--- config.mk ---
export PLATFORM = sky130hd
export DESIGN_NAME = prog_loader
export DESIGN_NICKNAME = d
export VERILOG_FILES = /design/src/rtl/prog_loader.sv
export SDC_FILE = /design/constraint.sdc
export NUM_CORES = 1
export LEC_CHECK = 0
export CAP_MARGIN = 30
export CORE_MARGIN = 2
export CORE_UTILIZATION = 50
export DETAILED_ROUTE_END_ITERATION = 10
export GPL_ROUTABILITY_DRIVEN = 0
export GPL_TIMING_DRIVEN = 0
export PLACE_DENSITY = 0.81
export SETUP_SLACK_MARGIN = 0.2
export SLEW_MARGIN = 20
export SYNTH_ARGS = -nofsm -noshare
export SYNTH_HDL_FRONTEND = slang
export SYNTH_SLANG_ARGS = --single-unit
--- constraint.sdc ---
create_clock -name clk -period 2.2 [get_ports clk]
set_input_delay 0.66 -clock clk [delete_from_list [all_inputs] [get_ports clk]]
set_output_delay 0.66 -clock clk [all_outputs]
set_load 0.005 [all_outputs]
--- src/rtl/prog_loader.sv ---
// rtl/prog_loader.sv - byte-serial length-prefixed program loader feeding the fetch stage.
// Optional checksum stage and error state enabled by `define PROG_LOADER_CKSUM_EN.
module prog_loader (
    input  logic        clk,
    input  logic        rstz,
    inout  wire         dvdd,
    inout  wire         dgnd,
    input  logic        start,
    input  logic [7:0]  byte_in,
    input  logic        byte_vld,
    output logic        byte_rdy,
    output logic [15:0] iout,
    output logic        pr,
    output logic        en,
    output logic [7:0]  word_cnt,
    output logic        done,
    output logic        err
);

`ifdef PROG_LOADER_CKSUM_EN
    typedef enum logic [3:0] {
        S_IDLE, S_LEN, S_PRON, S_HI, S_LO, S_WR, S_CK, S_EXIT, S_RUN, S_ERR
    } state_t;
`else
    typedef enum logic [3:0] {
        S_IDLE, S_LEN, S_PRON, S_HI, S_LO, S_WR, S_EXIT, S_RUN
    } state_t;
`endif

    state_t      r_state;
    logic [7:0]  r_len;
    logic [7:0]  r_word_cnt;
    logic [15:0] r_iout;
    logic        r_byte_rdy;
    logic        r_pr;
    logic        r_en;
    logic        r_done;
    logic        w_xfer;
    logic [7:0]  w_cnt_next;
    logic        w_last;

    assign w_xfer     = byte_vld & r_byte_rdy;
    assign w_cnt_next = r_word_cnt + 8'd1;
    // Length 0 encodes 256 words: the 8-bit count wraps to 0 on the 256th write.
    assign w_last     = (w_cnt_next == r_len);

`ifdef PROG_LOADER_CKSUM_EN
    logic [7:0] r_cksum;
    logic       r_err;
    assign err = r_err;
`else
    assign err = 1'b0;
`endif

    always_ff @(posedge clk or negedge rstz) begin
        if (!rstz) begin
            r_state    <= S_IDLE;
            r_len      <= 8'd0;
            r_word_cnt <= 8'd0;
            r_iout     <= 16'd0;
            r_byte_rdy <= 1'b0;
            r_pr       <= 1'b0;
            r_en       <= 1'b0;
            r_done     <= 1'b0;
`ifdef PROG_LOADER_CKSUM_EN
            r_cksum    <= 8'd0;
            r_err      <= 1'b0;
`endif
        end else begin
            case (r_state)
                S_IDLE: begin
                    if (start) begin
                        r_byte_rdy <= 1'b1;
                        r_state    <= S_LEN;
                    end
                end
                S_LEN: begin
                    if (w_xfer) begin
                        r_len      <= byte_in;
                        r_word_cnt <= 8'd0;
`ifdef PROG_LOADER_CKSUM_EN
                        r_cksum    <= 8'd0;
`endif
                        r_pr       <= 1'b1;
                        r_byte_rdy <= 1'b0;
                        r_state    <= S_PRON;
                    end
                end
                S_PRON: begin
                    r_byte_rdy <= 1'b1;
                    r_state    <= S_HI;
                end
                S_HI: begin
                    if (w_xfer) begin
                        r_iout[15:8] <= byte_in;
`ifdef PROG_LOADER_CKSUM_EN
                        r_cksum      <= r_cksum ^ byte_in;
`endif
                        r_state      <= S_LO;
                    end
                end
                S_LO: begin
                    if (w_xfer) begin
                        r_iout[7:0] <= byte_in;
`ifdef PROG_LOADER_CKSUM_EN
                        r_cksum     <= r_cksum ^ byte_in;
`endif
                        r_en        <= 1'b1;
                        r_byte_rdy  <= 1'b0;
                        r_state     <= S_WR;
                    end
                end
                S_WR: begin
                    r_en       <= 1'b0;
                    r_word_cnt <= w_cnt_next;
                    if (w_last) begin
`ifdef PROG_LOADER_CKSUM_EN
                        r_byte_rdy <= 1'b1;
                        r_state    <= S_CK;
`else
                        r_pr       <= 1'b0;
                        r_state    <= S_EXIT;
`endif
                    end else begin
                        r_byte_rdy <= 1'b1;
                        r_state    <= S_HI;
                    end
                end
`ifdef PROG_LOADER_CKSUM_EN
                S_CK: begin
                    if (w_xfer) begin
                        r_byte_rdy <= 1'b0;
                        r_pr       <= 1'b0;
                        if (byte_in == r_cksum) begin
                            r_state <= S_EXIT;
                        end else begin
                            r_err   <= 1'b1;
                            r_state <= S_ERR;
                        end
                    end
                end
                S_ERR: begin
                    if (start) begin
                        r_err      <= 1'b0;
                        r_byte_rdy <= 1'b1;
                        r_state    <= S_LEN;
                    end
                end
`endif
                S_EXIT: begin
                    r_en    <= 1'b1;
                    r_done  <= 1'b1;
                    r_state <= S_RUN;
                end
                S_RUN: begin
                    if (start) begin
                        r_en       <= 1'b0;
                        r_done     <= 1'b0;
                        r_byte_rdy <= 1'b1;
                        r_state    <= S_LEN;
                    end
                end
                default: r_state <= S_IDLE;
            endcase
        end
    end

    assign byte_rdy = r_byte_rdy;
    assign iout     = r_iout;
    assign pr       = r_pr;
    assign en       = r_en;
    assign word_cnt = r_word_cnt;
    assign done     = r_done;

endmodule

## Word-level counts from Yosys, hierarchy flattened

Cells that the tools add are included.

| storage, ports and cells | value |
|---|---|
| flip-flop bits (word level) | 40 |
| word-level logic and storage cells | 61 |
| latch bits | 0 |
| bits in writable memories | 0 |
| bits in read-only memories | 0 |
| memories kept | 0 |
| input port bits | 12 |
| output and inout port bits | 31 |

| operators by class | value |
|---|---|
| div/mod/pow operators | 0 |
| add/subtract/negate cells | 1 |
| multiplexer cells | 18 |
| shift operators | 0 |
| multipliers | 0 |
| equality and inequality tests | 16 |
| reduce and logical (&&, ||, !) cells | 16 |
| $lt $le $gt $ge | 0 |
| bitwise gates (word level) | 1 |

Operators with widths:

| kind | count |
|---|---|
| one-hot mux 4 bit (7 select lines) | 1 |
| == test 4 x 3 -> 1 bit, second input constant | 4 |
| two-way mux 4 bit | 4 |
| one-hot mux 8 bit (2 select lines) | 1 |
| inequality test 2 bit, second input constant | 6 |
| AND reduction 2 bit | 5 |
| adder 8 x 1 -> 8 bit, second input constant | 1 |
| == test 4 x 2 -> 1 bit, second input constant | 2 |
| == test 8 bit | 1 |
| two-way mux 8 bit | 1 |
| one-hot mux 1 bit (4 select lines) | 2 |
| AND reduction 4 bit | 2 |
| nonzero test 4 bit | 2 |
| two-way mux 1 bit | 6 |
| AND reduction 3 bit | 2 |
| == test 4 x 1 -> 1 bit, second input constant | 1 |
| logical NOT 4 bit | 1 |
| inequality test 2 x 1 -> 1 bit, second input constant | 2 |
| one-hot mux 1 bit (2 select lines) | 2 |
| nonzero test 2 bit | 2 |
| OR reduction 2 bit | 2 |
| two-way mux 3 bit | 1 |
| bitwise AND 1 bit | 1 |

## Logic depth before layout (Yosys ltp)

| logic depth | value |
|---|---|
| depth in word-level cells | 4 |
| depth in mapped cells | 7 |
| depth with buffers taken out | 6 |

## Worst setup path before layout

OpenSTA, ideal clock, no wires.

| timing | value |
|---|---|
| path type | flip-flop to flip-flop |
| start | reg r_word_cnt[0], in the netlist word_cnt[0] |
| end | reg r_state[2] |
| required time | 2,074 ps |
| period minus slack after synthesis | 1,843 ps |
| library setup time | 126 ps |
| stages on the path, launching flop included | 7 |
| buffers on the path | 0 |
| data arrival time | 1,716 ps |
| setup slack | 357 ps |
| path through | dfrtp_1 > ha_1 > xnor3_1 > a2bb2oi_1 > a31oi_1 > nor4bb_4 > a311o_1 |

| on the way | value |
|---|---|
| word-level cells in the longest chain between the ends | 4 |

Ends and longest elaborated chain:

| what | RTL line | text |
|---|---|---|
| from (decl) | 32 | `logic [7:0] r_word_cnt;` |
| from (signal assigned) | 115 | `r_word_cnt <= w_cnt_next;` |
| adder 8 x 1 -> 8 bit | 43 | `assign w_cnt_next = r_word_cnt + 8'd1;` |
| == test 8 bit | 45 | `assign w_last = (w_cnt_next == r_len);` |
| two-way mux 3 bit | 116 | `if (w_last) begin` |
| one-hot mux 4 bit (7 select lines) | 70 | `case (r_state)` |
| to (signal assigned) | 74 | `r_state <= S_LEN;` |
| to (signal assigned) | 122 | `r_state <= S_EXIT;` |
| to (signal assigned) | 126 | `r_state <= S_HI;` |
| to (decl) | 30 | `state_t r_state;` |

Every way passes these cells.
A chain may end at the register's enable or synchronous reset.

## Worst setup path in the final report

| timing | value |
|---|---|
| start | reg r_word_cnt[6], in the netlist word_cnt[6] |
| end | out word_cnt[6] |

RTL lines:

| what | RTL line | text |
|---|---|---|
| to (decl) | 15 | `output logic [7:0] word_cnt,` |

No word-level cell between the ends.

==> out/results.txt <==
Outcome = completed
CP Capture Type = output pin
Final core utilization = 67.2%
Comb pwr share = 46.8%
Vias after detailed routing = 1,556
Wire length per cell = 15.4 µm
DIE AREA = 0.00455 mm²
CP max-delay cell = clkdlybuf4s50_1
Dpl hpwl = 2.97 mm
Clk Latency, worst-skew pair = 0.30 ns
PD cells = 1250 mW/mm²
Max Slew Vio Count = 0
Layout cells sized above 1 = 28.5%
Cts bufs inserted = 5
GRT Total Usage = 20.8%
Sequential element share of the synthesized area = 48.5%
Fmax = 517 MHz
Primary FF master, synth = dfrtp_1
Syn_area_per_cell = 11.4 µm²
Worst clock skew = 0.00403 ns
HP Class = input port to async pin
Clock Sinks = 39
Slowest stage delay, CP = 0.53 ns
Total power = 3.31 mW
Pre-Repair DR Iteration Count = 4
Final min period = 1.94 ns
Fin cells = 278
Final hold vios = 0
Mapped Nets = 191
Pin count of the biggest net entering global routing = 27
Clk pwr share = 14.6%
RSZ-0062 raised after global routing = true
Worst R2R Path Depth = 7
Netlist cell types = 50
CP delay by family, top = buffers and inverters
Pre-CTS WS = -0.286 ns
CTS tree = built
Psw = 1.14 mW
Crit path launch = word_cnt[6]
Max FO, Critical Path = 9
Max_cap viols = 0
DR vias/cell = 5.60
Buf/Inv on CP = 1
Worst path required time = 1.54 ns
Sw Share = 34.3%
Root Driver = clkbuf_8
CP arrival = 1.28 ns
Int Pwr = 2.18 mW
Crit path launch type = flip-flop
Drt total wl = 4.28 mm
Initial antenna violation count = 0
First-pass GRT wire length = 6.93 mm
Reg power frac = 38.6%
Number of setup violations in the final report = 0
Syn. warnings = 0
Syn Inst Count = 176
Clock transition at the registers of the reported paths = 0.08 ns
Ports = 43
Starting Density = 51.0%
# fillers = 276
Core area = 0.00394 mm²
Clock tree buffer depth = 2
H-Tree Level Count = 2
FP Rows = 23
Reg-to-reg critical path startpoint = r_state[1]
Crit-path cells = clkdlybuf4s50_1
Area Growth Syn to Fin = 31.7%
Final worst-path cycle share = 88.0%
Number of global-route vias before repair = 1,392
Die width = 67.4 µm
IO Port Bufs = 39
Residual DRC = 0
Nets = 242
Cell area after placement = 0.00248 mm²
Cells after DPL = 266
Setup TNS = 0 ns
Antenna-violating nets left = 0
Async SR Flop Fraction = 100%
Die Y = 67.4 µm
First-iteration detailed-routing DRC count = 101
Leakage power = 1.15 nW
CTS Hold Bufs = 0
EDFF count, synth = 0
Final worst slack = 0.264 ns
Worst vdd ir = 0.740 mV
Cell count along the critical path = 1
Worst hold slack = 0.251 ns
Endpoints left unconstrained = 2
GR Overflow Total = 0
Fin area = 0.00265 mm²
Cell Area, Synth = 0.00201 mm²
Post-synthesis register bit count = 39
Critical path class = flip-flop to output pin
# diodes = 0
==> power groups by stage <==
stage                     combinational, mW  sequential, mW  clock, mW
final                                  1.55            1.28      0.483
after global routing                   1.68            1.32      0.530
after CTS                              1.54            1.27      0.491
after detailed placement               1.47            1.28          0
after global placement                 1.43            1.26          0
after floorplan                       0.889            1.24          0
==> cell usage in the layout, fill, tap and decap left out, drive strengths merged, types with 8 or more instances in the layout <==
cell	n
nor2	10
a21oi	11
o21ai	11
dfrtp	39
clkbuf	8
mux2	24
buf	12
clkdlybuf4s50	37
nand2	14
nand3	8
==> cell type report <==
cell class / count / area (µm²) / area share (%)
clock buffer: 5 / 68.8 / 2.60
buffer: 10 / 80.1 / 3.02
sequential: 39 / 983 / 37.1
timing repair buffer: 44 / 450 / 17.0
multi-input combinational: 124 / 972 / 36.7
tap: 50 / 62.6 / 2.36
clock inverter: 3 / 20.0 / 0.756
inverter: 3 / 11.3 / 0.425
==> synthesized netlist by cell type, types with 3 or more instances <==
master     n  area share, %
dfrtp_1   39             49
mux2_2    24             13
nand2_1   14            2.6
a21oi_1   11            2.7
o21ai_0   11            2.7
nor2_1    10            1.9
nand3_1    7            1.7
buf_6      3            1.7
clkbuf_1   3           0.56
inv_1      3           0.56
xnor2_1    3            1.3
xor2_1     3            1.3
==> final timing paths <==
kind                               endpoint  slack (ns)
worst max-delay path            word_cnt[6]        0.26
worst min-delay path               iout[15]        0.25
worst max register to register  word_cnt[6]        0.28
worst min register to register         done        0.50
max in group asynchronous       word_cnt[5]        1.49
min in group clk                       done        0.50
==> logic make-up (layout without fill, tap and decap cells) <==
| logic type | count (synthesis) | count (layout) | share of synthesized area (%) |
|---|---|---|---|
| other cells | 1 | 1 | 0.186 |
| buf+inv | 13 | 65 | 4.23 |
| mux | 25 | 25 | 13.9 |
| flops | 39 | 39 | 48.5 |
| xor+xnor | 8 | 8 | 5.04 |
| simple gates | 51 | 51 | 14.9 |
| compound gates | 38 | 38 | 12.6 |
| fa+ha+maj | 1 | 1 | 0.622 |
==> flip-flops by register name, indices dropped and copies added (netlist names) <==
signal,cells
iout,16
r_state,3
pr,1
done,1
word_cnt,8
en,1
r_len,8
byte_rdy,1
==> repair_timing <==
item                                    in CTS  in global routing
gates cloned                                 0                  0
hold endpoints to repair                     0                  0
buffers inserted                             4                  0
pin swaps                                    2                  1
endpoints found under the setup margin      29                 22
resized for setup                            9                  5
==> routing by layer <==
metal,track usage [%],vias to the layer above,part of all wire [%]
met1,29.0,763,44
met5,0,-,0
met3,5.67,8,6.4
met2,30.6,51,48
li1,-,734,-
met4,8.93,0,1.8
Note: power is estimated with default switching activity, not from simulation.
